**src/rtl/wb_port_arbiter.sv**
```systemverilog
// ---------------------------------------------------------------------------
// wb_port_arbiter
// Owns the single register-file write port. The in-order write-back stage
// normally wins it. Long-latency results (divider, multi-cycle multiplier)
// take the port when it is free, or wait in a small FIFO. A starve counter
// and a FIFO-full condition force a DRAIN mode. DRAIN freezes write-back
// (stall_o) and empties the FIFO. A 32-bit scoreboard marks destinations
// still waiting on a long-latency result and drives hazard_o for decode.
// The registered rf_* outputs also serve as the WB forwarding source.
//
// Ports
//   clk_sys_i, rst_sys_i           : clock, synchronous active-high reset
//   pipe_wen_i/pipe_rd_i/pipe_data_i : write-back stage write request
//   lu_issue_i/lu_issue_rd_i       : long-latency op dispatched (sets pending)
//   lu_valid_i/lu_rd_i/lu_data_i   : long-latency result, handshake with
//   lu_ready_o                       lu_ready_o
//   rs1_i/rs2_i/rdchk_i            : decode registers to check for hazards
//   hazard_o                       : combinational hazard from the scoreboard
//   stall_o                        : registered, write-back must freeze
//   rf_wen_o/rf_waddr_o/rf_wdata_o : registered register-file write
//   pending_o                      : scoreboard, bit 0 always 0
// ---------------------------------------------------------------------------
module wb_port_arbiter #(
    parameter int REG_WIDTH    = 64,
    parameter int DEPTH        = 2,
    parameter int STARVE_LIMIT = 8
) (
    input  logic                 clk_sys_i,
    input  logic                 rst_sys_i,
    input  logic                 pipe_wen_i,
    input  logic [4:0]           pipe_rd_i,
    input  logic [REG_WIDTH-1:0] pipe_data_i,
    input  logic                 lu_issue_i,
    input  logic [4:0]           lu_issue_rd_i,
    input  logic                 lu_valid_i,
    input  logic [4:0]           lu_rd_i,
    input  logic [REG_WIDTH-1:0] lu_data_i,
    output logic                 lu_ready_o,
    input  logic [4:0]           rs1_i,
    input  logic [4:0]           rs2_i,
    input  logic [4:0]           rdchk_i,
    output logic                 hazard_o,
    output logic                 stall_o,
    output logic                 rf_wen_o,
    output logic [4:0]           rf_waddr_o,
    output logic [REG_WIDTH-1:0] rf_wdata_o,
    output logic [31:0]          pending_o
);

    localparam int PW = $clog2(DEPTH);
    localparam int CW = PW + 1;
    localparam int SW = $clog2(STARVE_LIMIT + 1);

    typedef enum logic [0:0] {
        PIPE_PRI = 1'b0,
        DRAIN    = 1'b1
    } mode_t;

    // One-hot decode of a register index; index 0 never maps to a bit.
    function automatic logic [31:0] f_onehot(input logic [4:0] idx);
        logic [31:0] v;
        v = 32'd1 << idx;
        v[0] = 1'b0;
        return v;
    endfunction

    mode_t                r_mode;
    mode_t                w_mode_nxt;
    logic [4:0]           r_fifo_rd   [DEPTH];
    logic [REG_WIDTH-1:0] r_fifo_data [DEPTH];
    logic [PW-1:0]        r_wptr;
    logic [PW-1:0]        r_rptr;
    logic [CW-1:0]        r_count;
    logic [CW-1:0]        w_count_nxt;
    logic [SW-1:0]        r_starve;
    logic [SW-1:0]        w_starve_nxt;
    logic [31:0]          r_pending;
    logic [31:0]          w_pending_nxt;
    logic                 r_rf_wen;
    logic [4:0]           r_rf_waddr;
    logic [REG_WIDTH-1:0] r_rf_wdata;

    logic                 w_lu_ready;
    logic                 w_lu_acc;
    logic                 w_fifo_ne;
    logic                 w_pop;
    logic                 w_push;
    logic                 w_bypass;
    logic                 w_sel_valid;
    logic                 w_sel_lu;
    logic [4:0]           w_sel_rd;
    logic [REG_WIDTH-1:0] w_sel_data;
    logic                 w_write;

    assign w_lu_ready = (r_count < CW'(DEPTH));
    assign w_lu_acc   = lu_valid_i & w_lu_ready;
    assign w_fifo_ne  = (r_count != {CW{1'b0}});

    // Port arbitration: choose the source for this cycle's write.
    always_comb begin
        w_pop       = 1'b0;
        w_bypass    = 1'b0;
        w_sel_valid = 1'b0;
        w_sel_lu    = 1'b0;
        w_sel_rd    = 5'd0;
        w_sel_data  = {REG_WIDTH{1'b0}};
        case (r_mode)
            PIPE_PRI: begin
                if (pipe_wen_i && (pipe_rd_i != 5'd0)) begin
                    w_sel_valid = 1'b1;
                    w_sel_rd    = pipe_rd_i;
                    w_sel_data  = pipe_data_i;
                end else if (w_fifo_ne) begin
                    w_pop       = 1'b1;
                    w_sel_valid = 1'b1;
                    w_sel_lu    = 1'b1;
                    w_sel_rd    = r_fifo_rd[r_rptr];
                    w_sel_data  = r_fifo_data[r_rptr];
                end else if (w_lu_acc) begin
                    w_bypass    = 1'b1;
                    w_sel_valid = 1'b1;
                    w_sel_lu    = 1'b1;
                    w_sel_rd    = lu_rd_i;
                    w_sel_data  = lu_data_i;
                end else begin
                    w_sel_valid = 1'b0;
                end
            end
            DRAIN: begin
                // Write-back is frozen; the FIFO head goes out every cycle.
                if (w_fifo_ne) begin
                    w_pop       = 1'b1;
                    w_sel_valid = 1'b1;
                    w_sel_lu    = 1'b1;
                    w_sel_rd    = r_fifo_rd[r_rptr];
                    w_sel_data  = r_fifo_data[r_rptr];
                end else if (w_lu_acc) begin
                    w_bypass    = 1'b1;
                    w_sel_valid = 1'b1;
                    w_sel_lu    = 1'b1;
                    w_sel_rd    = lu_rd_i;
                    w_sel_data  = lu_data_i;
                end else begin
                    w_sel_valid = 1'b0;
                end
            end
            default: begin
                w_sel_valid = 1'b0;
            end
        endcase
    end

    assign w_push  = w_lu_acc & ~w_bypass;
    // A destination of x0 leaves the port free and is never written.
    assign w_write = w_sel_valid & (w_sel_rd != 5'd0);

    // Next FIFO occupancy, starve count, mode and scoreboard.
    always_comb begin
        w_count_nxt = r_count + CW'(w_push) - CW'(w_pop);
        if (w_pop) begin
            w_starve_nxt = {SW{1'b0}};
        end else if (w_fifo_ne && (r_starve != SW'(STARVE_LIMIT))) begin
            w_starve_nxt = r_starve + SW'(1);
        end else begin
            w_starve_nxt = r_starve;
        end
        w_mode_nxt = r_mode;
        case (r_mode)
            PIPE_PRI: begin
                if ((w_starve_nxt == SW'(STARVE_LIMIT)) || (w_count_nxt == CW'(DEPTH))) begin
                    w_mode_nxt = DRAIN;
                end else begin
                    w_mode_nxt = PIPE_PRI;
                end
            end
            DRAIN: begin
                if (w_count_nxt == {CW{1'b0}}) begin
                    w_mode_nxt = PIPE_PRI;
                end else begin
                    w_mode_nxt = DRAIN;
                end
            end
            default: w_mode_nxt = PIPE_PRI;
        endcase
        // Clear first, then set, so a same-cycle issue of the same rd wins.
        w_pending_nxt = r_pending;
        if (w_write && w_sel_lu) begin
            w_pending_nxt = w_pending_nxt & ~f_onehot(w_sel_rd);
        end else begin
            w_pending_nxt = w_pending_nxt;
        end
        if (lu_issue_i) begin
            w_pending_nxt = w_pending_nxt | f_onehot(lu_issue_rd_i);
        end else begin
            w_pending_nxt = w_pending_nxt;
        end
    end

    // Control state, scoreboard and registered write port.
    always_ff @(posedge clk_sys_i) begin
        if (rst_sys_i) begin
            r_mode     <= PIPE_PRI;
            r_wptr     <= {PW{1'b0}};
            r_rptr     <= {PW{1'b0}};
            r_count    <= {CW{1'b0}};
            r_starve   <= {SW{1'b0}};
            r_pending  <= 32'd0;
            r_rf_wen   <= 1'b0;
            r_rf_waddr <= 5'd0;
            r_rf_wdata <= {REG_WIDTH{1'b0}};
        end else begin
            r_mode    <= w_mode_nxt;
            r_count   <= w_count_nxt;
            r_starve  <= w_starve_nxt;
            r_pending <= w_pending_nxt;
            r_rf_wen  <= w_write;
            if (w_push) r_wptr <= r_wptr + PW'(1);
            if (w_pop)  r_rptr <= r_rptr + PW'(1);
            if (w_write) begin
                r_rf_waddr <= w_sel_rd;
                r_rf_wdata <= w_sel_data;
            end
        end
    end

    // FIFO storage; contents are only meaningful below r_count, so no reset.
    always_ff @(posedge clk_sys_i) begin
        if (w_push) begin
            r_fifo_rd[r_wptr]   <= lu_rd_i;
            r_fifo_data[r_wptr] <= lu_data_i;
        end
    end

    assign lu_ready_o = w_lu_ready;
    assign stall_o    = (r_mode == DRAIN);
    assign rf_wen_o   = r_rf_wen;
    assign rf_waddr_o = r_rf_waddr;
    assign rf_wdata_o = r_rf_wdata;
    assign pending_o  = r_pending;
    assign hazard_o   = r_pending[rs1_i] | r_pending[rs2_i] | r_pending[rdchk_i];

endmodule

```
**config.mk**
```make
export PLATFORM = sky130hd
export DESIGN_NAME = wb_port_arbiter
export DESIGN_NICKNAME = d
export VERILOG_FILES = /design/src/rtl/wb_port_arbiter.sv
export SDC_FILE = /design/constraint.sdc
export NUM_CORES = 1
export LEC_CHECK = 0
export BUFFER_PORTS_ARGS = -buffer_cell sky130_fd_sc_hd__buf_2
export CAP_MARGIN = 20
export CORE_AREA = 2 2 160 162
export CTS_CLUSTER_SIZE = 20
export DETAILED_ROUTE_END_ITERATION = 12
export DIE_AREA = 0 0 162 164
export PLACE_DENSITY_LB_ADDON = 0.05
export SYNTH_ARGS = -nofsm -noshare
export SYNTH_HDL_FRONTEND = slang
export SYNTH_SLANG_ARGS = --single-unit
```
**constraint.sdc**
```tcl
create_clock -name clk_sys_i -period 5.1 [get_ports clk_sys_i]
set_clock_uncertainty 0.15 [all_clocks]
set_input_delay 0.765 -clock clk_sys_i [delete_from_list [all_inputs] [get_ports clk_sys_i]]
set_output_delay 0.765 -clock clk_sys_i [all_outputs]
set_load 0.01 [all_outputs]
```
## Word-level counts from Yosys, hierarchy flattened

Memory sizes are Yosys's and may differ from the RTL's. A register that Yosys moved wholly into a read port is not among the register bits.
Cells that the tools add are included.

- Memories kept: 2
- Output and inout bits: 105
- Register bits after elaboration: 111
- Bits of input ports: 163
- Word-level logic and storage cells: 82
- Memory bits (writable): 138

Memories:

| memory | words | bits a word | read ports | clocked after memory_dff | write ports | line | source |
|---|---|---|---|---|---|---|---|
| r_fifo_data | 2 | 64 | 1 | 1 | 1 | 70 | `logic [REG_WIDTH-1:0] r_fifo_data [DEPTH];` |
| r_fifo_rd | 2 | 5 | 1 | 1 | 1 | 69 | `logic [4:0] r_fifo_rd [DEPTH];` |

- Reductions and logical operators: 8
- Muxes and demuxes: 39
- Eq/ne operators: 3
- Shift operators: 2
- Magnitude comparators: 4
- Add/sub/neg operators: 5
- Bitwise gates (word level): 10

Operators by type and width:

| kind | number |
|---|---|
| two-way mux 64 bit | 3 |
| one-hot mux 64 bit (2 select lines) | 1 |
| two-way mux 32 bit | 2 |
| left shift 1 x 5 -> 32 bit (first input constant) | 2 |
| AND 32 bit | 1 |
| NOT 32 bit | 1 |
| OR 32 bit | 1 |
| two-way mux 1 bit | 19 |
| < comparator 5 x 6 -> 1 bit (second input constant) | 3 |
| binary-select mux 1 bit (select 5 bit) | 3 |
| two-way mux 5 bit | 3 |
| one-hot mux 1 bit (2 select lines) | 5 |
| one-hot mux 5 bit (2 select lines) | 1 |
| nonzero test 5 bit | 2 |
| two-way mux 4 bit | 2 |
| adder 4 x 1 -> 4 bit (second input constant) | 1 |
| == test 4 bit (second input constant) | 1 |
| inequality test 4 bit (second input constant) | 1 |
| AND 1 bit | 3 |
| logical AND 1 bit | 3 |
| adder 1 bit (second input constant) | 2 |
| adder 2 x 1 -> 2 bit | 1 |
| == test 2 bit (second input constant) | 1 |
| zero test 2 bit | 1 |
| 6 further kinds | 8 |

## Depth between registers and ports, before layout

- Depth after elaboration: 14
- Mapped depth: 12
- Depth with buffers taken out: 11

## Worst setup path before layout

No wires, ideal clock.

- Path kind: input -> register
- Start point: input port pipe_wen_i
- End point: memory r_fifo_data[0][0] (enable)
- Setup time: 497 ps
- Buffers on the path: 1
- Arrival time: 4566 ps
- Data required time: 4453 ps
- Path slack: -113 ps
- Stages on the path: 5
- Cell sequence: and2b_1 > o21a_1 > clkbuf_1 > o211ai_1 > nor2_1

- Cells in the longest elaborated chain, start to end: 7

Ends and longest elaborated chain:

| element | line | source |
|---|---|---|
| from (decl) | 30 | `input logic pipe_wen_i,` |
| logical AND 1 bit | 109 | `if (pipe_wen_i && (pipe_rd_i != 5'd0)) begin` |
| two-way mux 1 bit | 109 |  |
| one-hot mux 1 bit (2 select lines) | 107 | `case (r_mode)` |
| NOT 1 bit | 153 | `assign w_push = w_lu_acc & ~w_bypass;` |
| AND 1 bit | 153 |  |
| two-way mux 1 bit | 228 | `if (w_push) begin` |
| two-way mux 1 bit (not written as such) | 230 | `r_fifo_data[r_wptr] <= lu_data_i;` |
| to (decl) | 70 |  |

No other way between the ends.

## Worst setup path after layout

- Start point: input port pipe_rd_i[2]
- End point: register r_rf_wdata[45], in the netlist rf_wdata_o[45]

- Cells in the longest elaborated chain, start to end: 6

Ends and longest elaborated chain:

| element | line | source |
|---|---|---|
| from (decl) | 31 | `input logic [4:0] pipe_rd_i,` |
| nonzero test 5 bit | 109 |  |
| logical AND 1 bit | 109 |  |
| two-way mux 5 bit | 109 |  |
| one-hot mux 5 bit (2 select lines) | 107 |  |
| nonzero test 5 bit | 155 | `assign w_write = w_sel_valid & (w_sel_rd != 5'd0);` |
| AND 1 bit | 155 |  |
| to (signal assigned) | 210 | `r_rf_wdata <= {REG_WIDTH{1'b0}};` |
| to (signal assigned) | 221 | `r_rf_wdata <= w_sel_data;` |
| to (decl) | 81 | `logic [REG_WIDTH-1:0] r_rf_wdata;` |

Several ways; a longest one is shown, not always the timed one.
A chain may end at the register's enable or synchronous reset.

==> results.py <==
metrics = {
    "global_route": {
        "grt_pass1_vias": 8587,
        "grt_max_degree": 71,
        "grt_pass1_wl_um": 49000,
        "antenna_found_initial": 5,
        "track_usage_pct": 23.4,
        "grt_overflow": 0,
    },
    "sta": {
        "min_period_ps": 3530,
        "fmax_ghz": 0.283,
        "tightest_slew_ps": 1110,
        "hold_viol": 0,
        "fin_crit_sh_pct": 69.3,
        "drv_slew": 0,
        "slew_headroom_pct": 25.9,
        "finalSetupViolations": 0,
        "fin_tns_setup_ps": 0,
        "rsz0062_at_grt": "false",
    },
    "layout": {
        "seq_area_um2": 6370,
        "fillCellCount": 2165,
        "layout-drive-gt1-share_pct": 47.7,
        "fin_nets": 1308,
        "area_delta_synth_final_pct": 19.5,
        "final_area_um2": 14300,
        "multiInputGateArea_um2": 5110,
    },
    "flow_run": {
        "cap_violations": 0,
    },
    "floorplanning": {
        "die_area_um2": 26600,
        "ios": 268,
        "rows": 58,
        "start_util_pct": 48.2,
        "die_w_um": 162,
        "core_um2": 24800,
        "die_h_um": 164,
    },
    "synthesis": {
        "synthMuxAreaShare_pct": 12.5,
        "synth_common_cells": "edfxtp_1 (138), dfxtp_1 (111), mux2_2 (73)",
        "synthFlopType": "edfxtp_1",
        "ys_ff_latch": 249,
        "synth_top_family_by_area": "compound AO/OA/AOI/OAI gates",
        "synth_compound_gate_area_share_pct": 16.3,
        "synthXorXnorAreaFrac_pct": 0.513,
        "synth_warnings": 0,
        "syn_area_um2": 12000,
        "synthAdderAreaFrac_pct": 0.419,
        "synth_nets": 1078,
        "ys_seq_area_share_pct": 53.2,
        "synth.most_common_cell": "edfxtp_1",
        "synth_cells": 911,
        "synth-simple-area-share_pct": 12.7,
        "synth.distinct_cells": 57,
        "synth.area.top_cells": "edfxtp_1 (35%), dfxtp_1 (19%), mux2_2 (6.9%)",
        "synth_top_cell_by_area": "edfxtp_1",
        "synth_edf_count": 138,
        "avgSynthCellArea_um2": 13.1,
        "async_reset_ff_share_pct": 0,
        "synth_top_area_share_pct": 34.7,
    },
    "clock_network": {
        "root_buffer": "clkbuf_16",
        "clockBufferDepth": 3,
        "cts_buffers": 27,
        "clk_pin_slew_ps": 70,
        "postCtsSetupRepairBufs": 0,
        "cts_tree": "yes",
        "h-tree-depth": 1,
        "clk_latency_ps": 530,
        "cts.sinks": 249,
        "cts_resized": 0,
        "postCtsHoldBufs": 0,
    },
    "route": {
        "drt_first_pass_iters": 5,
        "wire_per_inst_um": 21.3,
        "drt_iter0_drc": 619,
        "dr_total_vias": 8829,
        "drc_errors": 0,
        "viasPerCell": 5.88,
        "drt-total-wl_um": 32000,
        "drtAntennaViolNets": 0,
    },
    "placement": {
        "port_buffers": 266,
        "place_congestion": 0.823,
        "placed_area_um2": 13400,
        "dpl.hpwl_um": 20400,
    },
    "worst_setup_path": {
        "cp-end-kind": "flop",
        "r2r-end": "rf_wdata_o[45]$_SDFFE_PP0P_",
        "cp-endpoint": "rf_wdata_o[45]$_SDFFE_PP0P_",
        "critical_path_depth": 9,
        "timing.rr.start": "r_count[1]$_SDFF_PP0_",
        "cp_slowest_cell": "or4_4",
        "crit_arrival_ps": 3760,
        "worstSetupPathType": "input pin to flop",
        "path_cells": "buf_2, or4_4, o21ai_4, buf_4, mux2i_1, nand2_4, buf_12, nor3_2, a211oi_2",
        "crit_required_ps": 5330,
        "critPathBufInv": 3,
        "rr_worst_depth": 7,
        "cpPeakStageDelay_ps": 540,
        "startpoint": "pipe_rd_i[2]",
        "start_kind": "input pin",
        "crit_fanout": 43,
        "r2r_slack_ps": 1820,
        "cpLargestDelayFamily": "simple AND/OR/NAND/NOR gates",
    },
    "status": {
        "outcome": "complete, no violations",
    },
    "power": {
        "power_density_nw_per_um2": 473,
        "peakVddDrop_mv": 0.258,
        "power_uw": 6750,
        "p_leak_uw": 0.00549,
    },
    "min_path": {
        "hold_path.class": "input pin to flop",
    },
}
==> worst min-delay path by stage <==
stage | from | to | slack [ps] | depth (start not counted)
global placement | rf_waddr_o[1]$_SDFFE_PP0P_ | rf_waddr_o[1]$_SDFFE_PP0P_ | 330 | 2
finish | lu_data_i[50] | r_fifo_data[0][50]$_DFFE_PP_ | 270 | 1
floorplan | r_rptr$_SDFFE_PP0N_ | flop | 330 | 2
global route | lu_data_i[58] | r_fifo_data[1][58]$_DFFE_PP_ | 260 | 1
CTS | lu_data_i[50] | r_fifo_data[0][50]$_DFFE_PP_ | 250 | 1
detailed placement | rf_waddr_o[1]$_SDFFE_PP0P_ | rf_waddr_o[1]$_SDFFE_PP0P_ | 330 | 2
==> cell usage in the layout, fill, tap and decap left out, types with 10 or more instances in the layout <==
master,synthesis,final
buf_2,7,265
edfxtp_1,138,138
dfxtp_1,111,110
mux2_2,73,73
and3_1,66,66
a221oi_1,65,65
nor3_2,60,60
a211oi_2,60,60
o21ai_0,30,30
nand2_1,28,28
clkbuf_16,0,28
mux4_2,22,22
a21oi_1,21,21
nand3_1,20,20
o211ai_1,19,19
mux2i_1,16,16
buf_4,7,14
nor2_1,13,11
nor3_1,10,10
==> worst register-to-register path, cell delays in order, from the launching register on <==
cell,delay (ps)
dfxtp_1,330
nor3b_2,900
o2bb2ai_1,250
mux2_2,340
or3_4,560
buf_12,370
nor3_2,110
a211oi_2,200
==> power breakdown <==
| part | total, uW | internal, uW | leakage, uW | switching, uW |
|---|---|---|---|---|
| logic | 2130 | 851 | 0.00288 | 1280 |
| registers | 2750 | 2530 | 0.00218 | 227 |
| clock network | 1870 | 1090 | 0.000427 | 782 |
| total | 6750 | 4470 | 0.00549 | 2280 |
==> sequential cells by signal (all words and copies together), names as in the netlist, 2 cells and up, named ones only <==
signal,flops
r_fifo_data,128
rf_waddr_o,5
pending_o,31
rf_wdata_o,64
r_starve,4
r_count,2
r_fifo_rd,10
==> logic make-up (layout without fill, tap and decap cells) <==
family	count (synthesis)	count (layout)
DFF	249	249
AOI/OAI and AO/OA	225	225
and+or+nand+nor	224	224
muxes	112	112
buffers and inverters	89	340
xor gates and xnor gates	7	7
adders and majority gates	4	4
other	1	10
==> metrics by stage <==
stage          std cells  setup slack, ps  utilization, %  hold WS [ps]
6_report            1501             1570            57.6           273
5_1_grt             1496             1410            57.5           264
4_1_cts             1492             1620            57.5           252
3_5_place_dp        1442             1080            54.0           333
3_3_place_gp        1442             1140            54.0           329
2_1_floorplan        911             -113               -           331
==> cell type report <==
| type | instances | share of cell area, % |
|---|---|---|
| diodes | 9 | 0.158 |
| clock buffers | 40 | 5.64 |
| clock inverters | 10 | 0.403 |
| inverters | 9 | 0.236 |
| multi-input cells | 573 | 35.8 |
| flip-flops and latches | 249 | 44.6 |
| well taps | 330 | 2.89 |
| repair buffers | 281 | 10.3 |
==> layer usage <==
layer	global-route usage (%)	vias up	routed length [um]
met5	0	-	13
met4	4.79	2	419
met3	4.77	40	2330
met2	39.3	302	15400
met1	31.5	4385	13900
li1	-	4100	-
Power figures use the tool's default switching activity.
